[src/rtl/jh512_msg_padder.sv]
// JH-512 message padder: packs 64-bit message words into 128-bit core beats and
// appends the 0x80 marker, zero fill and the 128-bit big-endian bit length.
//
// state   | meaning
// --------+------------------------------------------------------------------
// S_MSG   | accepting message words from the input stream
// S_FILL  | generating zero words (plus pending marker) up to the block boundary
// S_FINAL | generating the padding-only final block that carries the length
module jh512_msg_padder #(
   parameter int LEN_W = 64
) (
   input  logic         clk,
   input  logic         rst_n,
   input  logic         in_valid,
   output logic         in_ready,
   input  logic [63:0]  in_data,
   input  logic         in_last,
   input  logic [3:0]   in_bytes,
   output logic         out_valid,
   input  logic         out_ready,
   output logic [127:0] out_data,
   output logic         out_block_first,
   output logic         out_block_last,
   output logic         out_msg_last
);

   typedef enum logic [1:0] {
      S_MSG   = 2'd0,
      S_FILL  = 2'd1,
      S_FINAL = 2'd2
   } state_t;

   state_t             state, state_nx;
   logic               run;
   logic [5:0]         pos;
   logic [LEN_W-1:0]   len_bits;
   logic [LEN_W-1:0]   len_add;
   logic               mark_pend;
   logic [63:0]        stage_hi;
   logic [63:0]        word;
   logic               wr_word;
   logic               mark_clr;
   logic               msg_done;
   logic               ob_free;
   logic [3:0]         nbytes;
   logic [127:0]       len128;

   // pos is always word aligned, so pos[3] set means the high half is staged
   // and the next word completes a beat; only then does a full buffer block us.
   assign in_ready = run && (state == S_MSG) && !(pos[3] && out_valid);
   assign ob_free  = !out_valid || out_ready;
   assign len128   = 128'(len_bits);

   // Next-state logic and the 64-bit word to be written into the staging pair
   always_comb begin
      state_nx = state;
      word     = '0;
      wr_word  = 1'b0;
      nbytes   = 4'd8;
      len_add  = '0;
      mark_clr = 1'b0;
      msg_done = 1'b0;
      case (state)
         S_MSG: begin
            if (in_valid && in_ready) begin
               if (in_last && (in_bytes < 4'd8)) nbytes = in_bytes;
               for (int i = 0; i < 8; i++) begin
                  if (4'(i) < nbytes) word[63-8*i -: 8] = in_data[63-8*i -: 8];
                  else if (4'(i) == nbytes) word[63-8*i -: 8] = 8'h80;
               end
               len_add = LEN_W'({nbytes, 3'b000});
               // An empty last word occupies no byte slot in the block.
               wr_word = (nbytes != 4'd0);
               if (in_last) begin
                  mark_clr = (nbytes != 4'd0) && (nbytes != 4'd8);
                  if ((wr_word && (pos[5:3] == 3'd7)) || (!wr_word && (pos == 6'd0)))
                     state_nx = S_FINAL;
                  else
                     state_nx = S_FILL;
               end
            end
         end
         S_FILL: begin
            if (!pos[3] || ob_free) begin
               wr_word  = 1'b1;
               word     = {(mark_pend ? 8'h80 : 8'h00), 56'd0};
               mark_clr = mark_pend;
               if (pos[5:3] == 3'd7) state_nx = S_FINAL;
            end
         end
         S_FINAL: begin
            if (!pos[3] || ob_free) begin
               wr_word = 1'b1;
               case (pos[5:3])
                  3'd0:    word = {(mark_pend ? 8'h80 : 8'h00), 56'd0};
                  3'd6:    word = len128[127:64];
                  3'd7:    word = len128[63:0];
                  default: word = '0;
               endcase
               if (pos[5:3] == 3'd7) begin
                  msg_done = 1'b1;
                  state_nx = S_MSG;
               end
            end
         end
         default: state_nx = S_MSG;
      endcase
   end

   // State, counters, staging register and one-entry output buffer
   always_ff @(posedge clk or negedge rst_n) begin
      if (!rst_n) begin
         state           <= S_MSG;
         run             <= 1'b0;
         pos             <= '0;
         len_bits        <= '0;
         mark_pend       <= 1'b1;
         stage_hi        <= '0;
         out_valid       <= 1'b0;
         out_data        <= '0;
         out_block_first <= 1'b0;
         out_block_last  <= 1'b0;
         out_msg_last    <= 1'b0;
      end else begin
         run   <= 1'b1;
         state <= state_nx;

         if (msg_done) begin
            len_bits  <= '0;
            mark_pend <= 1'b1;
         end else begin
            len_bits <= len_bits + len_add;
            if (mark_clr) mark_pend <= 1'b0;
         end

         if (out_valid && out_ready) begin
            out_valid       <= 1'b0;
            out_block_first <= 1'b0;
            out_block_last  <= 1'b0;
            out_msg_last    <= 1'b0;
         end

         if (wr_word) begin
            pos <= msg_done ? 6'd0 : pos + 6'd8;
            if (!pos[3]) begin
               stage_hi <= word;
            end else begin
               out_data        <= {stage_hi, word};
               out_valid       <= 1'b1;
               out_block_first <= (pos[5:4] == 2'd0);
               out_block_last  <= (pos[5:4] == 2'd3);
               out_msg_last    <= (state == S_FINAL) && (pos[5:4] == 2'd3);
            end
         end
      end
   end

endmodule

[config.mk]
export PLATFORM = sky130hd
export DESIGN_NAME = jh512_msg_padder
export DESIGN_NICKNAME = d
export VERILOG_FILES = /design/src/rtl/jh512_msg_padder.sv
export SDC_FILE = /design/constraint.sdc
export NUM_CORES = 1
export LEC_CHECK = 0
export CAP_MARGIN = 20
export CORE_MARGIN = 4
export CORE_UTILIZATION = 49
export CTS_BUF_LIST = sky130_fd_sc_hd__clkbuf_8
export CTS_CLUSTER_SIZE = 24
export DETAILED_ROUTE_END_ITERATION = 10
export HOLD_SLACK_MARGIN = 0.15
export PLACE_DENSITY = 0.83
export SLEW_MARGIN = 20
export SYNTH_ARGS = -nofsm -noshare
export SYNTH_HDL_FRONTEND = slang
export SYNTH_SLANG_ARGS = --single-unit
export TNS_END_PERCENT = 100
[constraint.sdc]
create_clock -name clk -period 3.7 [get_ports clk]
set_input_delay 0.37 -clock clk [delete_from_list [all_inputs] [get_ports clk]]
set_output_delay 0.37 -clock clk [all_outputs]
set_load 0.01 [all_outputs]
# ---- Word level (Yosys, flattened, before mapping)
# Index checks and enable logic that the tools add are counted.
dict set report op_classes {
  add_sub_neg 2
  magnitude_cmp 9
  eq_ne 18
  muxes 61
  n_bitwise 1
  n_reduce_logical 28
}
# operator n
set ops {}
lappend ops {{$mux 64} 5}
lappend ops {{$pmux 64 s3} 1}
lappend ops {{$mux 8} 17}
lappend ops {{$pmux 64 s2} 1}
lappend ops {{$add 64x64->64} 1}
lappend ops {{$mux 1} 22}
lappend ops {{$eq 3x4->1 const A} 4}
lappend ops {{$lt 3x4->1 const A} 4}
lappend ops {{$mux 2} 7}
lappend ops {{$mux 4} 3}
lappend ops {{$logic_and 1x1->1} 10}
lappend ops {{$ne 2x2->1 const B} 5}
lappend ops {{$eq 2x4->1 const A} 2}
lappend ops {{$lt 1x4->1 const A} 2}
lappend ops {{$lt 2x4->1 const A} 2}
lappend ops {{$mux 7} 1}
lappend ops {{$add 6x4->6 const B} 1}
lappend ops {{$logic_not 6->1} 1}
lappend ops {{$mux 6} 1}
lappend ops {{$pmux 2 s3} 1}
lappend ops {{$reduce_and 6->1} 1}
lappend ops {{$eq 1x4->1 const A} 1}
lappend ops {{$eq 2x2->1 const B} 2}
lappend ops {{$logic_not 1->1} 4}
lappend ops {{other kinds (15)} 20}
dict set report totals {
  register_bits 270
  out_inout_bits 133
  wordCells 130
}

# ---- Depth between registers and ports, before layout
# Gate-level depths: netlist of the first run.
dict set report logic_depth {
  depth_word 14
  ltp_mapped 14
  ltp_nobuf 12
}

# ---- Worst setup path before layout of the first run
# No wires, ideal clock.
dict set report synth_timing {
  path_kind {reg2reg}
  start {reg state[0]}
  end {reg len_bits[38]}
  arrival_ns 3.425
  required_time_ns 3.568
  path_slack_ns 0.143
  path_stages_with_launch 15
  cell_sequence {dfrtp_1 inv_1 ha_1 nand2_1 or3_1 clkbuf_1 nor2_1 ha_1 a21o_1 a2bb2oi_1 or4_1 clkbuf_1 clkbuf_1 xnor2_1 nor2_1}
}
dict set report synth_via {
  elab_chain_cells 8
  word_cells_on_any_way 10
}
# item line_no
set synth_lines {}
lappend synth_lines {{from (decl)} 33} ;# state_t state, state_nx;
lappend synth_lines {{from (signal assigned)} 126} ;# state <= state_nx;
lappend synth_lines {{$logic_not 2->1} {50, 63}}
lappend synth_lines {{$logic_and 1x1->1 (2 in series)} 50} ;# assign in_ready = run && (state == S_MSG) && !(pos[3] && out_valid);
lappend synth_lines {{$logic_and 1x1->1} 65} ;# if (in_valid && in_ready) begin
lappend synth_lines {{$mux 7} 65}
lappend synth_lines {{$mux 64} 63} ;# case (state)
lappend synth_lines {{$add 64x64->64} 132} ;# len_bits <= len_bits + len_add;
lappend synth_lines {{$mux 64 *} 128} ;# if (msg_done) begin
lappend synth_lines {{to (signal assigned)} 132}
lappend synth_lines {{to (decl)} 36} ;# logic [LEN_W-1:0] len_bits;
# Mark *: on every way between the ends. The rest lies on a longest branch, timed or not.
# A chain may end at the register's enable or synchronous reset.

# ---- Worst setup path after layout of the first run
dict set report layout_timing {
  start {reg state[0]}
  end {reg len_bits[51]}
}
# The elaborated chain is that of the path after synthesis.

==> results.cfg, run 1 <==
[global_routing]
grt_pass1_wl_um = 47900
number_of_antenna_violations_at_the_first_check_in_global_routing = 1
grt.overflow.total = 0
gr-usage-all-layers_pct = 22.5
grt_start_max_net_pins = 118
first_global_vias = 9184

[synthesis]
synth-async-reset-ratio_pct = 100
synth-seq-cells = 264
synthCells = 1083
area_share_of_the_largest_cell_type_after_synthesis_pct = 57.9
synth_warnings = 0
post-synth-top-area-cell = sky130_fd_sc_hd__dfrtp_1
synth_seq_area_share_pct = 58.2
synth-edff-count = 0
synthFlopType = sky130_fd_sc_hd__dfrtp_1
mappedNetlistArea_sq_um = 11400
synth.avg_cell_area_sq_um = 10.5
yosys.cell_types.count = 50
dominant_cells_by_area_after_synthesis = sky130_fd_sc_hd__dfrtp_1, sky130_fd_sc_hd__o21ai_0, sky130_fd_sc_hd__mux2_2
mappedNetlistNets = 1168

[power]
power_report.internal_total_mw = 7.18
ir_worst_vdd_mv = 0.390
clock_power_share_pct = 23.9
power.total_mw = 10.8
power_density_normalized_to_cell_area_nw_per_um2 = 737
netSwitchingPower_mw = 3.66
comb_power_share_pct = 35.1
power.share.switching_pct = 33.8
total_leakage_power_nw = 6.38
share_seq_of_total_power_pct = 41.0

[sta]
min_period_ns = 3.45
fmax_mhz = 290
maxSlewViolCount = 0
worstMarginPinSlew_ns = 0.905
setup_ws_ns = 0.252
timing_hold_violations_final = 0
setup-violations-final = 0
worst_slew_margin_rel_pct = 39.1
grt_setup_unrepaired = no
fin_tns_setup_ns = 0
clock-skew-final_ns = 0.0211
final_cycle_share_pct = 93.2

[layout]
most_used_cells_in_the_layout_excluding_fill_and_tap_cells = sky130_fd_sc_hd__dfrtp_1, sky130_fd_sc_hd__clkdlybuf4s50_1, sky130_fd_sc_hd__o21ai_0
drive_gt1_share_pct = 12.7
ff_latch_area_sq_um = 6610
area_growth_from_synthesis_to_layout_pct = 29.5
final_common_cell = sky130_fd_sc_hd__dfrtp_1
final_nets = 1381
area_of_the_multi_input_gates_sq_um = 4470
final.fill_count = 1761

[routing]
routedWlPerCell_um = 18.2
vias = 9147
detail-route-antenna-nets = 0
route.detailed.drc = 0
routed_wl_um = 29400
post_drt_via_cell_ratio = 5.66
first_pass_iters = 5
drt_iter0_drc = 641

[clock_tree]
cts.path.max_buffers = 3
tritoncts_clock_tree = yes
clock_sinks = 264
clk_root_buf = sky130_fd_sc_hd__clkbuf_8
cts.reportedPaths.clkPinSlew_ns = 0.06
htree_levels = 2
postCtsSetupRepairBufs = 0
cts-buffers-inserted = 44
worstSkewPairLatency_ns = 0.54

[die]
dieWidth_um = 160
initial_core_utilization_pct = 50.0
die_h_um = 160
total_die_area_sq_um = 25700
core_area_sq_um = 22700
number_of_placement_rows = 55
io-pin-count = 206

[setup_path]
critical_path_buf_inv_count = 1
setup.worst_path.class = reg2reg
timing.critical_path.slowest_cell_delay_ns = 0.67
cp.required_ns = 4.16
cp-end-kind = flip-flop
arrival_ns = 3.91
startpoint_type = flip-flop
path_max_fanout = 12
library_cell_contributing_the_largest_single_delay_on_the_critical_path = sky130_fd_sc_hd__or4_1
crit_family = simple AND/OR/NAND/NOR gates
worstPathCellList = inv_1 > ha_1 > nand2_1 > nor3_2 > and3_1 > ha_1 > fa_1 > a21o_1 > a21oi_1 > or4_1 > or4_1 > a21oi_1

[place]
dp_hpwl_um = 20200
globalplace.congestion = 0.900
numPortBuffers = 205
detailedPlace.worstSlack_ns = 0.0558

[status]
run_status = complete, no violations

[job]
max-cap-violations = 0

[worst_hold_path]
hp-class = in2reg
through the flow:
stage | cell area, sq um | std cells | utilization [%] | hold slack [ns]
after CTS | 14700 | 1614 | 64.7 | 0.406
final | 14700 | 1615 | 64.8 | 0.426
after global routing | 14700 | 1615 | 64.8 | 0.424
after floorplan | 11400 | 1083 | - | 0.0744
after global placement | 13800 | 1534 | 60.7 | 0.457
after detailed placement | 13800 | 1534 | 60.7 | 0.467
per-layer routing:
metal  up-vias  track usage (%)  wire length [um]
met2       304             36.1             14100
li1       4276                -                 -
met1      4515             31.0             12700
met4         0             7.16               699
met5         -                0                 0
met3        52             4.83              1850
cells by family (layout without fill, tap and decap cells):
| kind of cell | Yosys count | count (layout) | synth area share [%] |
|---|---|---|---|
| adder cells (fa/ha/maj) | 12 | 12 | 1.39 |
| other | 1 | 2 | 0.0330 |
| multiplexers | 66 | 66 | 6.53 |
| AO/OA/AOI/OAI | 289 | 289 | 14.5 |
| flip-flops | 264 | 264 | 58.2 |
| AND/OR/NAND/NOR | 346 | 346 | 14.6 |
| buffers and inverters | 78 | 324 | 2.72 |
| XOR/XNOR | 27 | 27 | 2.08 |
final timing paths:
| check | startpoint | endpoint | slack [ns] | depth (start not counted) |
|---|---|---|---|---|
| worst max-delay path | state[0] | len_bits[51] | 0.25 | 12 |
| worst min-delay path | in_data[2] | out_data[2] | 0.43 | 3 |
| worst max register to register | state[0] | len_bits[51] | 0.25 | 12 |
| worst min register to register | stage_hi[3] | stage_hi[3] | 0.47 | 2 |
| max in group asynchronous | rst_n | out_data[127] | 2.16 | 3 |
| min in group asynchronous | rst_n | out_data[113] | 0.49 | 2 |
power groups by stage:
stage / logic [mW] / registers (mW) / clock network (mW)
after floorplan: 1.70 / 4.61 / 0
final: 3.80 / 4.44 / 2.59
after global routing: 4.16 / 4.57 / 2.80
after detailed placement: 3.83 / 4.49 / 0
after CTS: 3.85 / 4.45 / 2.65
after global placement: 3.71 / 4.44 / 0
flip-flops by register name, indices dropped and copies added (netlist names):
| signal | count |
|---|---|
| out_data | 128 |
| stage_hi | 64 |
| len_bits | 61 |
| pos | 3 |
| state | 2 |
| mark_pend | 1 |
| out_block_first | 1 |
| out_block_last | 1 |
| out_msg_last | 1 |
| out_valid | 1 |
| run | 1 |
cell usage after synthesis, types with 7 or more instances:
| master | count |
|---|---|
| sky130_fd_sc_hd__xnor2_1 | 23 |
| sky130_fd_sc_hd__nand4_1 | 14 |
| sky130_fd_sc_hd__o21ai_0 | 162 |
| sky130_fd_sc_hd__or3_1 | 30 |
| sky130_fd_sc_hd__inv_1 | 14 |
| sky130_fd_sc_hd__nand3_1 | 32 |
| sky130_fd_sc_hd__nor4_1 | 13 |
| sky130_fd_sc_hd__nor2_1 | 43 |
| sky130_fd_sc_hd__ha_1 | 11 |
| sky130_fd_sc_hd__nor3_1 | 10 |
| sky130_fd_sc_hd__or4_1 | 8 |
| sky130_fd_sc_hd__a21oi_1 | 49 |
| sky130_fd_sc_hd__and3_1 | 7 |
| sky130_fd_sc_hd__a22oi_1 | 55 |
| sky130_fd_sc_hd__mux2_2 | 65 |
| sky130_fd_sc_hd__nand2_1 | 160 |
| sky130_fd_sc_hd__clkbuf_1 | 53 |
| sky130_fd_sc_hd__dfrtp_1 | 263 |
layout make-up:
type | count | share of cell area (%)
timing repair buffer | 231 | 15.8
tap | 285 | 2.42
inverter | 14 | 0.357
antenna | 1 | 0.0170
multi-input combinational | 741 | 30.4
sequential | 264 | 44.9
clock buffer | 57 | 5.33
clock inverter | 22 | 0.825
timing repair:
item                                    4_1_cts  5_1_grt
hold endpoints to repair                    113        0
hold buffers                                  1        0
resized for setup                             0        2
endpoints found under the setup margin        0       15
worst min-delay path: cells and delay by family:
kind	cells	cell delay, ns
AOI/OAI and AO/OA	1	0.07
and+or+nand+nor	1	0.07
buffers and inverters	1	0.40
Note: power is estimated with default switching activity, not from simulation.
==> run 2: changes to the inputs <==
--- a/config.mk
+++ b/config.mk
@@ -11,2 +11,3 @@
 export CTS_BUF_LIST = sky130_fd_sc_hd__clkbuf_8
+export CTS_CLUSTER_DIAMETER = 60
 export CTS_CLUSTER_SIZE = 24
==> constraint.sdc (replaced) <==
create_clock -name clk -period 3.7 [get_ports clk]
set_input_delay 0.555 -clock clk [delete_from_list [all_inputs] [get_ports clk]]
set_output_delay 0.555 -clock clk [all_outputs]
set_load 0.01 [all_outputs]
==> run 2 against run 1 <==
  * Sequential share of layout area up 1.5 points
  * Fmax down 0.37%
  * Register-to-register slack about the same
  * Via count down 2.3%
  * Power down 8.9%
  * Wire length down 3.5%
  * Worst hold slack better by 0.060 ns
  * Sequential power about the same
  * Core utilization down 2.1 points
  * Highest routed layer is now met5
==> results.cfg, run 2 (synthesis gave the netlist of run 1 again) <==
[global_routing]
grt.overflow.total = 0
first_global_vias = 9008
grt_pass1_wl_um = 46800
number_of_antenna_violations_at_the_first_check_in_global_routing = 2
grt_start_max_net_pins = 97
gr-usage-all-layers_pct = 21.9

[sta]
min_period_ns = 3.46
worstMarginPinSlew_ns = 0.989
setup_ws_ns = 0.239
fin_tns_setup_ns = 0
timing_hold_violations_final = 0
final_cycle_share_pct = 93.5
worst_slew_margin_rel_pct = 33.5
clock-skew-final_ns = 0.0352
fmax_mhz = 289
maxSlewViolCount = 0
setup-violations-final = 0

[place]
dp_hpwl_um = 19900
numPortBuffers = 205
detailedPlace.worstSlack_ns = -0.00555
globalplace.congestion = 0.882
postPlaceCellArea_sq_um = 13800

[setup_path]
timing.reg2reg.setup_slack_ns = 0.24
setup.worst_path.class = reg2reg
critical_path.reg2reg.endpoint = len_bits[51]
startpoint_type = flip-flop
cp-end-kind = flip-flop
worst_r2r_path_depth = 12
crit-reg2reg-launch = state[1]
arrival_ns = 3.92
cp.required_ns = 4.16
path_max_fanout = 12

[power]
total_leakage_power_nw = 6.06
power_report.internal_total_mw = 6.36
share_seq_of_total_power_pct = 44.7
clock_power_share_pct = 16.7
power_density_normalized_to_cell_area_nw_per_um2 = 693
netSwitchingPower_mw = 3.51
ir_worst_vdd_mv = 0.373
comb_power_share_pct = 38.6
power.share.switching_pct = 35.6

[layout]
biggestRegsByFlops = out_data: 128 flops, stage_hi: 64 flops, len_bits: 61 flops
final_nets = 1354
final_common_cell = sky130_fd_sc_hd__dfrtp_1
layout.cell_area.non_filler_sq_um = 14200
most_used_cells_in_the_layout_excluding_fill_and_tap_cells = sky130_fd_sc_hd__dfrtp_1, sky130_fd_sc_hd__clkdlybuf4s50_1, sky130_fd_sc_hd__o21ai_0
registers.top_by_ff_count = out_data
largest_register_ffs = 128
area_growth_from_synthesis_to_layout_pct = 25.3
drive_gt1_share_pct = 10.5

[routing]
top_layer = met5
met3_routed_wirelength_um = 1810
routed_wl_um = 28300
post_drt_via_cell_ratio = 5.70
vias = 8936
wirelength_met1_um = 12400
routedWlPerCell_um = 18.1
first_pass_iters = 5
drt_iter0_drc = 743
route.detailed.drc = 0
detail-route-antenna-nets = 0
met2_wirelength_um = 13600

[worst_hold_path]
worst_hold_startpoint = stage_hi[37]
worst_hold_path.num_cells = 2
hold-path-endpoint = stage_hi[37]
hp-class = reg2reg

[job]
max-cap-violations = 0

[clock_tree]
postCtsSetupRepairBufs = 0
cts.reportedPaths.clkPinSlew_ns = 0.13
tritoncts_clock_tree = yes
clk_root_buf = sky130_fd_sc_hd__clkbuf_8
worstSkewPairLatency_ns = 0.56
htree_levels = 1
clock_sinks = 264
cts.path.max_buffers = 3
cts-buffers-inserted = 18

[die]
die_h_um = 160
core_area_sq_um = 22700
dieWidth_um = 160
total_die_area_sq_um = 25700
initial_core_utilization_pct = 50.0
number_of_placement_rows = 55
io-pin-count = 206

[status]
run_status = complete, no violations
## run 2: cell count changes in the layout (fill, tap and decap cells not counted), sizes merged
cell / delta
clkinv: -4
clkbuf: -37
inv: -9
diode: +1
clkinvlp: +3
buf: -1
## run 2: worst max-delay path by stage
stage	endpoint	slack [ns]	startpoint	depth (start not counted)
after floorplan	len_bits[38]	0.14	state[0]	14
after global placement	len_bits[54]	0.12	in_last	10
after detailed placement	len_bits[51]	-0.006	in_last	10
after CTS	len_bits[51]	0.16	state[1]	12
after global routing	len_bits[55]	-0.02	state[1]	12
final	len_bits[51]	0.24	state[1]	12
## run 2: worst max-delay path: stages (launching register included)
cell                      delay (ns)
sky130_fd_sc_hd__dfrtp_1        0.42
sky130_fd_sc_hd__inv_1          0.11
sky130_fd_sc_hd__ha_1           0.26
sky130_fd_sc_hd__nand2_1        0.16
sky130_fd_sc_hd__nor3_2         0.22
sky130_fd_sc_hd__and3_1         0.20
sky130_fd_sc_hd__ha_1           0.19
sky130_fd_sc_hd__fa_1           0.25
sky130_fd_sc_hd__a21o_1         0.13
sky130_fd_sc_hd__a21oi_1        0.11
sky130_fd_sc_hd__or4_1          0.69
sky130_fd_sc_hd__or4_1          0.47
sky130_fd_sc_hd__a21oi_1        0.15
## run 2: stage by stage
stage | util (%) | power (mW) | hold WS (ns) | std cells
2_1_floorplan | - | 6.31 | 0.259 | 1083
3_3_place_gp | 60.7 | 8.16 | 0.456 | 1533
3_5_place_dp | 60.7 | 8.31 | 0.466 | 1533
4_1_cts | 62.6 | 9.97 | 0.495 | 1566
5_1_grt | 62.7 | 10.5 | 0.517 | 1568
6_report | 62.7 | 9.87 | 0.486 | 1568
## run 2: area by class of cell
class | instances | area, sq um
Antenna cell | 2 | 5.00
Clock buffer | 20 | 275
Clock inverter | 12 | 145
Fill cell | 1820 | 8480
Inverter | 14 | 52.6
Multi-Input combinational cell | 741 | 4470
Sequential cell | 264 | 6610
Tap cell | 285 | 357
Timing Repair Buffer | 230 | 2320
## run 2: power groups by stage
stage	Combinational [mW]	Sequential, mW	Clock, mW
floorplan	1.70	4.61	0
global placement	3.72	4.43	0
detailed placement	3.84	4.48	0
CTS	3.85	4.42	1.69
global route	4.19	4.54	1.80
finish	3.81	4.41	1.64
## run 2: what timing repair did
item	in CTS	in global routing
endpoints found under the hold margin	79	0
hold buffers	1	0
setup endpoints to repair	0	19
gates resized for setup	0	2
## run 2: layer usage
metal | GRT usage, % | vias up
met5 | 0 | -
met4 | 5.40 | 2
met3 | 3.92 | 36
met2 | 36.1 | 284
met1 | 30.4 | 4406
li1 | - | 4208
==> run 3: changes to the inputs <==
Clock period 3.7 ns to 3 ns, I/O delays scaled along.
==> run 3 against run 2 <==
  * Combinational power up 37%
  * Setup slack worse by 0.22 ns
  * Count of clock-buffer cells in the layout rose by 1
  * Worst hold slack worse by 0.0039 ns
  * Clock skew grew 0.0081 ns
  * Via count increased by 3.3%
  * Power grew 29%
  * First-iteration DRC count is 3.1% lower
  * Core utilization increased by 3.1 points
==> results.cfg, run 3 (synthesis gave the netlist of run 1 again) <==
[status]
run_status = complete, no violations

[setup_path]
crit-reg2reg-launch = state[0]
path_common_cell = sky130_fd_sc_hd__a21oi_2
worstPathCellList = clkdlybuf4s50_1 > nor2b_1 > buf_4 > and3_1 > fa_2 > a21o_1 > a21oi_2 > or4b_4 > or4_4 > a21oi_2
path_max_fanout = 4
cp.required_ns = 3.50
setup.worst_path.class = in2reg
timing.critical_path.slowest_cell_delay_ns = 0.55
cp-end-kind = flip-flop
worst_r2r_path_depth = 13
timing.reg2reg.setup_slack_ns = 0.02
critical_path.reg2reg.endpoint = len_bits[57]
library_cell_contributing_the_largest_single_delay_on_the_critical_path = sky130_fd_sc_hd__or4b_4
arrival_ns = 3.48
startpoint_type = input port

[clock_tree]
cts-buffers-inserted = 19
htree_levels = 1
tritoncts_clock_tree = yes
cts.path.max_buffers = 3
worstSkewPairLatency_ns = 0.55
clk_root_buf = sky130_fd_sc_hd__clkbuf_8
clock_sinks = 264
cts.reportedPaths.clkPinSlew_ns = 0.14

[layout]
final_common_cell = sky130_fd_sc_hd__dfrtp_1
area_growth_from_synthesis_to_layout_pct = 31.6
registers.top_by_ff_count = out_data
largest_register_ffs = 128
diodes = 0
most_used_cells_in_the_layout_excluding_fill_and_tap_cells = sky130_fd_sc_hd__dfrtp_1, sky130_fd_sc_hd__clkdlybuf4s50_1, sky130_fd_sc_hd__nand2_1
cell_count_final_fillers_out = 1623
final_nets = 1411
biggestRegsByFlops = out_data: 128 flops, stage_hi: 64 flops, len_bits: 61 flops
layout.cell_area.non_filler_sq_um = 14900
final.fill_count = 1743
drive_gt1_share_pct = 17.8
post-route-util_pct = 65.8

[global_routing]
grt_pass1_wl_um = 48300
grt_start_max_net_pins = 91
number_of_antenna_violations_at_the_first_check_in_global_routing = 0
grt.overflow.total = 0
first_global_vias = 9197
gr-usage-all-layers_pct = 22.4

[power]
comb_power_share_pct = 41.2
netSwitchingPower_mw = 4.49
ir_worst_vdd_mv = 0.446
power_density_normalized_to_cell_area_nw_per_um2 = 848
clock_power_share_pct = 15.9
power.share.switching_pct = 35.4
total_leakage_power_nw = 6.39
share_seq_of_total_power_pct = 43.0
power.total_mw = 12.7
power_report.internal_total_mw = 8.19

[die]
core_area_sq_um = 22700
initial_core_utilization_pct = 50.0
total_die_area_sq_um = 25700
io-pin-count = 206
dieWidth_um = 160
number_of_placement_rows = 55
die_h_um = 160

[place]
numPortBuffers = 205
postPlaceCellArea_sq_um = 14300
dp_hpwl_um = 21200
detailedPlace.worstSlack_ns = -0.508
post-place-cells = 1582
globalplace.congestion = 0.868

[worst_hold_path]
hp-class = in2reg
worst_hold_startpoint = in_data[2]
hold-path-endpoint = stage_hi[2]
worst_hold_path.num_cells = 3

[routing]
vias = 9227
drt_iter0_drc = 720
route.detailed.drc = 0
routed_wl_um = 29600
post_drt_via_cell_ratio = 5.69
detail-route-antenna-nets = 0
routedWlPerCell_um = 18.2
first_pass_iters = 5

[sta]
timing_hold_violations_final = 0
timing.hold.ws_ns = 0.482
worstMarginPinSlew_ns = 0.722
setup_ws_ns = 0.0145
min_period_ns = 2.99
fmax_mhz = 335
setup-violations-final = 0
worst_slew_margin_rel_pct = 51.8
maxSlewViolCount = 0
clock-skew-final_ns = 0.0433
grt_setup_unrepaired = yes
fin_tns_setup_ns = 0
final_cycle_share_pct = 99.5

[job]
max-cap-violations = 0
-- run 3: area by class of cell --
type	count	area (sq um)	area share (%)
clock buffers	21	289	1.93
flip-flops and latches	264	6610	44.2
multi-input cells	741	4710	31.5
repair buffers	286	2800	18.8
clock inverters	12	129	0.862
well taps	285	357	2.39
inverters	14	52.6	0.352
-- run 3: worst max-delay path by stage --
stage,startpoint,to
global placement,in_last,len_bits[56]
floorplan,state[1],len_bits[60]
detailed placement,in_last,len_bits[51]
finish,in_last,len_bits[57]
CTS,state[1],len_bits[57]
global route,state[0],len_bits[57]
-- run 3: worst max-delay path: cells and delay by family --
family	cells	cell delay, ns
AO/OA/AOI/OAI	3	0.33
adder cells (fa/ha/maj)	1	0.26
buffers and inverters	2	0.71
AND/OR/NAND/NOR	4	1.71
-- run 3: per-layer routing --
metal | global-route usage [%] | part of all wire (%) | up-vias | wire length (um)
li1 | - | - | 4336 | -
met1 | 31.2 | 43 | 4561 | 12900
met2 | 37.6 | 49 | 289 | 14500
met3 | 4.03 | 6.1 | 41 | 1810
met4 | 3.95 | 1.5 | 0 | 430
met5 | 0 | 0 | - | 0
-- run 3: power groups by stage --
stage | clock network [mW] | registers (mW) | logic, mW
final | 2.01 | 5.45 | 5.22
after detailed placement | 0 | 5.52 | 5.18
after floorplan | 0 | 5.70 | 2.16
after global placement | 0 | 5.47 | 5.03
after global routing | 2.19 | 5.61 | 5.69
after CTS | 2.05 | 5.45 | 5.23
-- run 3: repair_timing --
| action | in CTS | in global routing |
|---|---|---|
| resized for setup | 8 | 43 |
| endpoints found under the hold margin | 85 | 0 |
| endpoints found under the setup margin | 28 | 19 |
| pin swaps | 6 | 29 |
| buffers inserted | 3 | 4 |
| hold buffers | 1 | 0 |
